$ cat src/rtl/sub_pkg.sv
// Shared definitions for the bit-serial subtractor: FSM encoding and default width.
package sub_pkg;

  localparam logic [1:0] ST_IDLE  = 2'd0;
  localparam logic [1:0] ST_SHIFT = 2'd1;
  localparam logic [1:0] ST_DONE  = 2'd2;

  localparam int SUB_WIDTH = 4;

  typedef enum logic [1:0] {
    IDLE  = ST_IDLE,
    SHIFT = ST_SHIFT,
    DONE  = ST_DONE
  } state_t;

endpackage

$ cat src/rtl/full_subtractor.sv
// One-bit full subtractor cell: d = x - y - bi, bo = borrow out.
module full_subtractor (
  input  logic x,
  input  logic y,
  input  logic bi,
  output logic d,
  output logic bo
);

  assign d  = x ^ y ^ bi;
  assign bo = (~x & y) | (~(x ^ y) & bi);

endmodule

$ cat src/rtl/serial_subtractor.sv
// Bit-serial a - b - bin, LSB first through one full-subtractor cell,
// with valid/ready handshakes on request and result.
module serial_subtractor
  import sub_pkg::*;
#(
  parameter int WIDTH = SUB_WIDTH
) (
  input  logic             clk,
  input  logic             rst_n,
  input  logic             start_valid,
  output logic             start_ready,
  input  logic [WIDTH-1:0] a,
  input  logic [WIDTH-1:0] b,
  input  logic             bin,
  output logic             res_valid,
  input  logic             res_ready,
  output logic [WIDTH-1:0] diff,
  output logic             bout
);

  localparam int CW = $clog2(WIDTH + 1);
  localparam logic [CW-1:0] LAST_BIT = CW'(WIDTH - 1);
  localparam logic [CW-1:0] CNT_MAX  = CW'(WIDTH);

  state_t           r_state;
  state_t           w_next;
  logic [WIDTH-1:0] r_a_sh;
  logic [WIDTH-1:0] r_b_sh;
  logic [WIDTH-1:0] r_diff;
  logic             r_borrow;
  logic             r_bout;
  logic [CW-1:0]    r_cnt;
  logic             w_d;
  logic             w_nb;
  logic             w_accept;
  logic             w_last;

  full_subtractor u_cell (
    .x  (r_a_sh[0]),
    .y  (r_b_sh[0]),
    .bi (r_borrow),
    .d  (w_d),
    .bo (w_nb)
  );

  assign w_accept = start_valid && (r_state == IDLE);
  assign w_last   = (r_cnt == LAST_BIT);

  always_comb begin
    w_next      = r_state;
    start_ready = 1'b0;
    res_valid   = 1'b0;
    case (r_state)
      IDLE: begin
        start_ready = 1'b1;
        if (start_valid) w_next = SHIFT;
      end
      SHIFT: begin
        if (w_last) w_next = DONE;
      end
      DONE: begin
        res_valid = 1'b1;
        if (res_ready) w_next = IDLE;
      end
      default: w_next = IDLE;
    endcase
  end

  always_ff @(posedge clk) begin
    if (!rst_n) begin
      r_state  <= IDLE;
      r_a_sh   <= '0;
      r_b_sh   <= '0;
      r_diff   <= '0;
      r_borrow <= 1'b0;
      r_bout   <= 1'b0;
      r_cnt    <= '0;
    end else begin
      r_state <= w_next;
      if (w_accept) begin
        r_a_sh   <= a;
        r_b_sh   <= b;
        r_borrow <= bin;
        r_diff   <= '0;
        r_cnt    <= '0;
      end else if (r_state == SHIFT) begin
        // Difference bits enter at the MSB so the LSB lands in bit 0 after WIDTH shifts.
        r_diff   <= (r_diff >> 1) | (WIDTH'(w_d) << (WIDTH - 1));
        r_a_sh   <= r_a_sh >> 1;
        r_b_sh   <= r_b_sh >> 1;
        r_borrow <= w_nb;
        if (r_cnt != CNT_MAX) r_cnt <= r_cnt + CW'(1);
        if (w_last) r_bout <= w_nb;
      end
    end
  end

  assign diff = r_diff;
  assign bout = r_bout;

endmodule

$ cat config.mk
export PLATFORM = sky130hd
export DESIGN_NAME = serial_subtractor
export DESIGN_NICKNAME = d
export VERILOG_FILES = /design/src/rtl/sub_pkg.sv /design/src/rtl/full_subtractor.sv /design/src/rtl/serial_subtractor.sv
export SDC_FILE = /design/constraint.sdc
export NUM_CORES = 1
export LEC_CHECK = 0
export ABC_AREA = 0
export CORE_AREA = 2 2 49 51
export CTS_CLUSTER_SIZE = 10
export DETAILED_ROUTE_END_ITERATION = 7
export DIE_AREA = 0 0 51 53
export PLACE_DENSITY_LB_ADDON = 0.12
export SLEW_MARGIN = 40
export SYNTH_ARGS = -nofsm -noshare
export SYNTH_HDL_FRONTEND = slang
export SYNTH_SLANG_ARGS = --single-unit
$ cat constraint.sdc
create_clock -name clk -period 1.2 [get_ports clk]
set_input_delay 0.24 -clock clk [delete_from_list [all_inputs] [get_ports clk]]
set_output_delay 0.24 -clock clk [all_outputs]
set_load 0.01 [all_outputs]
==> results of run 1 <==
cells by family (layout without fill, tap and decap cells):
family                     count (synthesis)  in the layout  share of synthesized area (%)
AOI/OAI and AO/OA                         38             38                           23.3
adders and majority gates                  4              4                           6.51
and+or+nand+nor                           32             32                           19.0
DFF                                       19             19                           43.0
buffers and inverters                     13             46                           8.20
state kept, by name, summed over array words and instances, names as in the netlist:
signal,count
diff,4
r_a_sh,4
r_b_sh,4
r_cnt,3
r_state,2
bout,1
r_borrow,1
critical path, stage by stage, from the launching register on:
cell,delay [ns]
dfxtp_2,0.34
buf_6,0.11
or3b_4,0.43
nand2_4,0.15
a21oi_2,0.04
power groups by stage:
| stage | clock network, uW | registers, uW | logic, uW |
|---|---|---|---|
| finish | 328 | 690 | 252 |
| global placement | 0 | 701 | 230 |
| CTS | 342 | 689 | 241 |
| floorplan | 0 | 695 | 143 |
| global route | 356 | 694 | 282 |
| detailed placement | 0 | 702 | 231 |
synthesized netlist by cell type (2+ instances only):
library cell / count
a21oi_1: 21
dfxtp_1: 19
nand2_1: 16
inv_1: 9
o21ai_0: 7
nand3_1: 4
o21ai_1: 4
buf_6: 3
ha_1: 3
nand2b_1: 3
nor2_1: 2
o22ai_1: 2
cell type report:
class                   count  area [sq um]  share of cell area, %
repair buffers             33           284                   23.0
well taps                  28          35.0                   2.84
flip-flops and latches     19           385                   31.2
clock buffers               4          26.3                   2.13
multi-input cells          74           470                   38.1
inverters                   9          33.8                   2.74
per-stage QoR:
stage / area [sq um] / worst slack, ns / setup TNS (ns) / instances / utilization [%]
3_3_place_gp: 1150 / -0.370 / -5.40 / 159 / 53.3
2_1_floorplan: 885 / 0.0329 / 0 / 106 / -
6_report: 1230 / 0.0220 / 0 / 167 / 57.5
3_5_place_dp: 1150 / -0.383 / -5.65 / 159 / 53.3
4_1_cts: 1190 / 0.00213 / 0 / 166 / 55.3
5_1_grt: 1230 / -0.0427 / -0.489 / 167 / 57.5
what timing repair did:
item                       in CTS  in global routing
setup buffers                   3                  1
pin swaps                       2                  2
setup endpoints to repair      23                 20
resized for setup              18                 15
per-layer routing:
layer	share of wire [%]	global-route usage, %
met2	51	30.5
met4	0.87	8.11
met1	45	18.3
met3	3.4	2.54
met5	0	0
final timing paths:
kind	from	to
hold / removal	r_a_sh[2]	r_a_sh[2]
hold reg to reg	r_a_sh[2]	r_a_sh[2]
setup / recovery	r_state[1]	r_cnt[2]
setup reg to reg	r_state[1]	r_cnt[2]
==> results.json, run 1 <==
{
  "cp.arrival_ns": 1.36,
  "hpwl_microns": 1460,
  "vias_per_cell": 4.87,
  "holdPathStages": 2,
  "overflow": 0,
  "max_slew_margin_pct": 85.3,
  "worstMarginPinSlew_ns": 0.221,
  "status": "finished clean",
  "final_cell_mix": "nand2_1, a21oi_1, dfxtp_1, buf_4, clkdlybuf4s50_1",
  "reg2reg_slack_ns": 0.02,
  "wl_microns": 1950,
  "coreArea_sq_mm": 0.00215,
  "clock_latency_ns": 0.30,
  "p_int_uw": 928,
  "nFillCells": 214,
  "rsz0062_at_grt": "yes",
  "vias": 813,
  "path_max_fanout": 8,
  "syn_area_sq_um": 885,
  "powerDensity_mw_per_mm2": 1030,
  "period_needed_ns": 1.18,
  "ctsHoldBuffers": 0,
  "synthToLayoutAreaGrowth_pct": 39.6,
  "fin_hold_ws_ns": 0.466,
  "fin_nets": 157,
  "p_leak_uw": 0.000488,
  "first_iter_violations": 6,
  "layout_commonest_cell": "nand2_1",
  "setup-violations-final": 0,
  "cp.required_ns": 1.39,
  "grt_max_degree": 12,
  "ios": 20,
  "switchingPower_uw": 342,
  "critPathCaptureType": "register",
  "async_flop_share_pct": 0,
  "clockRootBuffer": "clkbuf_4",
  "layout-drive-gt1-share_pct": 28.8,
  "first_global_vias": 812,
  "cts.reportedPaths.clkPinSlew_ns": 0.11,
  "p_comb_share_pct": 19.8,
  "gp_congestion": 0.705,
  "reg2reg_depth": 4,
  "ir_drop_v": 0.000528,
  "synth_ff_type": "dfxtp_1",
  "grt.total_usage_pct": 16.5,
  "dr.pass1.iters": 4,
  "yosysTopAreaCell": "dfxtp_1",
  "n_antenna_cell": 0,
  "grt_pass1_wl_microns": 3310,
  "fin_worst_skew_ns": 0.00917,
  "maxCapViolations": 0,
  "yosys_warnings": 0,
  "cts.sink_count": 19,
  "power_uw": 1270,
  "cts_buffer_depth": 2,
  "rows": 17,
  "synthCells": 106,
  "synth_seq_area_share_pct": 43.0,
  "yosysTopAreaCellShare_pct": 43.0,
  "cts_tree": "built",
  "synth_cell_type_count": 25,
  "synth_edf_count": 0,
  "worst_setup_path_start_kind": "register",
  "drc": 0,
  "htreeDepth": 1,
  "synth.avg_cell_area_sq_um": 8.35,
  "ys_ff_latch": 19,
  "switching_share_pct": 26.9,
  "post-route-period-util_pct": 98.2,
  "antenna_found_initial": 0,
  "hold_path.class": "register to register",
  "ys_top_cells_by_area": "dfxtp_1, a21oi_1, nand2_1, ha_1, o21ai_0",
  "postRouteAntennaNets": 0,
  "dieArea_sq_mm": 0.00270,
  "power_frac_clock_pct": 25.8,
  "pwr-share-seq_pct": 54.3,
  "syn_nets": 123,
  "dieHeight_microns": 53,
  "slew_violations": 0,
  "cts_made_buffers": 3,
  "hold_violations": 0,
  "wl_per_cell_microns": 11.7,
  "fp.dieW_microns": 51,
  "critPathKind": "register to register",
  "clock.fmax_mhz": 849,
  "start_util_pct": 41.2,
  "portBuffers": 19
}
No activity file was read; power rests on OpenSTA's default activity.
==> inputs of run 2 (changes only) <==
--- a/config.mk
+++ b/config.mk
@@ -6,12 +6,13 @@
 export NUM_CORES = 1
 export LEC_CHECK = 0
 export ABC_AREA = 0
-export CORE_AREA = 2 2 49 51
+export CORE_AREA = 2 2 50 52
 export CTS_CLUSTER_SIZE = 10
 export DETAILED_ROUTE_END_ITERATION = 7
-export DIE_AREA = 0 0 51 53
+export DIE_AREA = 0 0 52 54
 export PLACE_DENSITY_LB_ADDON = 0.12
 export SLEW_MARGIN = 40
 export SYNTH_ARGS = -nofsm -noshare
 export SYNTH_HDL_FRONTEND = slang
+export SYNTH_HIERARCHICAL = 1
 export SYNTH_SLANG_ARGS = --single-unit
==> run 2 against run 1 <==
Compared with the run above:
- the run now ends with setup timing left
- cell area is 8.4% higher
- critical path depth is 1 higher
- sequential power hardly changed
- non-clock buffer count is 1 higher
- first-iteration DRC count is 33% lower
- via count is 6.6% higher
- hold slack worse by 0.010 ns
- clock power is 2% lower
- setup slack worse by 0.10 ns
- wire length is 11% higher
- final cell count is 1.2% higher
==> results.json, run 2 <==
{
  "cp-endpoint": "r_a_sh[2]",
  "synth_cell_type_count": 28,
  "ys_ff_latch": 19,
  "htreeDepth": 1,
  "synth.most_common_cell": "dfxtp_1",
  "layout_commonest_cell": "nand2_1",
  "cts_buffer_depth": 2,
  "r2r-end": "r_a_sh[2]",
  "final.setup.tns_ns": -0.865,
  "syn_area_sq_um": 946,
  "maxCapViolations": 0,
  "cp.required_ns": 1.40,
  "cts_made_buffers": 3,
  "status": "finished, violations left",
  "vias": 867,
  "hold_violations": 0,
  "drc": 0,
  "async_flop_share_pct": 0,
  "wl_microns": 2170,
  "first_iter_violations": 4,
  "ios": 20,
  "p_leak_uw": 0.000502,
  "reg2reg_slack_ns": -0.08,
  "synth_ff_type": "dfxtp_1",
  "clock_latency_ns": 0.30,
  "dieHeight_microns": 54,
  "period_needed_ns": 1.28,
  "portBuffers": 19,
  "hold_path.class": "register to register",
  "critPathKind": "register to register",
  "yosysTopAreaCellShare_pct": 40.2,
  "fin_ws_ns": -0.0827,
  "final_cell_mix": "nand2_1, dfxtp_1, clkdlybuf4s50_1, a21oi_1",
  "worstMarginPinSlew_ns": 0.179,
  "crit_path_cell_trace": "buf_6 -> or3b_4 -> buf_6 -> o21ai_2 -> a31oi_1",
  "cpLargestDelayFamily": "simple AND/OR/NAND/NOR gates",
  "synth.avg_cell_area_sq_um": 8.92,
  "yosys_warnings": 6,
  "nFillCells": 217,
  "ctsHoldBuffers": 0,
  "critPathCaptureType": "register",
  "grt_max_degree": 14,
  "slew_violations": 0,
  "power_uw": 1320,
  "synth_common_cells": "dfxtp_1, nand2_1, a21oi_1, inv_1, a21oi_2",
  "worst_setup_path_start_kind": "register",
  "cts.reportedPaths.clkPinSlew_ns": 0.10,
  "wl_per_cell_microns": 12.9,
  "cp.arrival_ns": 1.48,
  "antenna_found_initial": 0,
  "violations": "setup timing",
  "setup-violations-final": 16,
  "cts.sink_count": 19,
  "layout-drive-gt1-share_pct": 36.7,
  "fp.dieW_microns": 52,
  "yosysTopAreaCell": "dfxtp_1",
  "synthCells": 106,
  "gp_congestion": 0.696,
  "r2r-start": "r_state[0]",
  "cts_tree": "built",
  "dr.pass1.iters": 4,
  "post-route-period-util_pct": 107,
  "start_util_pct": 40.8,
  "worst_path_largest_cell_delay_ns": 0.39,
  "synth_edf_count": 0,
  "postRouteAntennaNets": 0,
  "crit_top_cell": "buf_6",
  "path_max_fanout": 5,
  "hpwl_microns": 1460,
  "dieArea_sq_mm": 0.00281,
  "crit_buf_inv": 2,
  "rsz0062_at_grt": "yes",
  "cp_slowest_cell": "or3b_4",
  "place_ws_ns": -0.375,
  "reg2reg_depth": 5,
  "synth_seq_area_share_pct": 40.2,
  "rows": 18,
  "coreArea_sq_mm": 0.00232,
  "overflow": 0,
  "ir_drop_v": 0.000863,
  "fin_nets": 157,
  "fin_hold_ws_ns": 0.456,
  "grt_pass1_wl_microns": 3570,
  "critPathLaunch": "r_state[0]",
  "syn_nets": 123,
  "max_slew_margin_pct": 88.1,
  "fin_worst_skew_ns": 0.00528,
  "cp.depth": 5,
  "synthToLayoutAreaGrowth_pct": 41.5,
  "vias_per_cell": 5.13,
  "grt.total_usage_pct": 17.3,
  "clock.fmax_mhz": 780,
  "n_antenna_cell": 0,
  "ys_top_cells_by_area": "dfxtp_1, nand2_1, a21oi_2, a21oi_1, ha_1",
  "clockRootBuffer": "clkbuf_4",
  "powerDensity_mw_per_mm2": 987,
  "first_global_vias": 824
}
## run 2: changes by cell type in the layout (fill, tap and decap cells not counted), moves of 2 or more
| cell | before | now |
|---|---|---|
| o21ai_2 | 0 | 5 |
| buf_4 | 13 | 7 |
| o21ai_0 | 5 | 0 |
| dfxtp_1 | 15 | 13 |
| a21oi_1 | 15 | 9 |
| o21ai_1 | 6 | 3 |
| dlygate4sd2_1 | 4 | 2 |
| nand3_2 | 0 | 2 |
| o221ai_1 | 0 | 3 |
| buf_6 | 1 | 7 |
| a21boi_1 | 0 | 3 |
## run 2: tightest hold or removal path: stages (launching register included)
cell	delay, ns
dfxtp_1	0.32
nand2_1	0.05
a21boi_1	0.05
## run 2: kinds of logic after synthesis
family	count (synthesis)	share of synthesized area [%]
fa+ha+maj	4	6.09
flops	19	40.2
buf+inv	13	8.07
compound gates	35	25.7
simple gates	35	20.0
## run 2: how the worst min path moves through the flow
| stage | from | to | slack [ns] | cells past startpoint |
|---|---|---|---|---|
| after floorplan | a[3] | r_a_sh[3] | 0.37 | 2 |
| after global placement | r_b_sh[2] | r_b_sh[2] | 0.44 | 2 |
| after detailed placement | r_b_sh[2] | r_b_sh[2] | 0.44 | 2 |
| after CTS | r_b_sh[2] | r_b_sh[2] | 0.46 | 2 |
| after global routing | bout | bout | 0.47 | 2 |
| final | bout | bout | 0.46 | 2 |
## run 2: layout make-up
cell class / count / area, sq um / area share [%]
flip-flops and latches: 19 / 390 / 29.2
well taps: 30 / 37.5 / 2.80
clock buffers: 4 / 26.3 / 1.96
repair buffers: 34 / 324 / 24.2
multi-input cells: 74 / 531 / 39.6
inverters: 8 / 30.0 / 2.24
## run 2: per-layer routing
layer  global-route usage [%]  vias to the layer above  part of all wire (%)
li1                         -                      433                     -
met1                     20.4                      411                    46
met2                     29.3                       19                    48
met3                     4.72                        4                   5.2
met4                     7.46                        0                   1.1
met5                        0                        -                     0
## run 2: timing repair
item	in CTS	in global routing
buffers inserted	2	1
pin swaps	12	2
gates cloned	1	1
setup endpoints to repair	21	23
gates resized for setup	28	17
## run 2: power breakdown
| part | total (uW) | switching [uW] | internal [uW] |
|---|---|---|---|
| logic | 310 | 146 | 163 |
| registers | 690 | 23.9 | 666 |
| clock network | 322 | 192 | 130 |
| total | 1320 | 363 | 959 |
## run 2: metrics by stage
| step | cell area [sq um] | util [%] | instances |
|---|---|---|---|
| CTS | 1300 | 55.9 | 167 |
| global placement | 1210 | 52.4 | 160 |
| floorplan | 946 | - | 106 |
| global route | 1340 | 57.7 | 169 |
| finish | 1340 | 57.7 | 169 |
| detailed placement | 1210 | 52.4 | 160 |
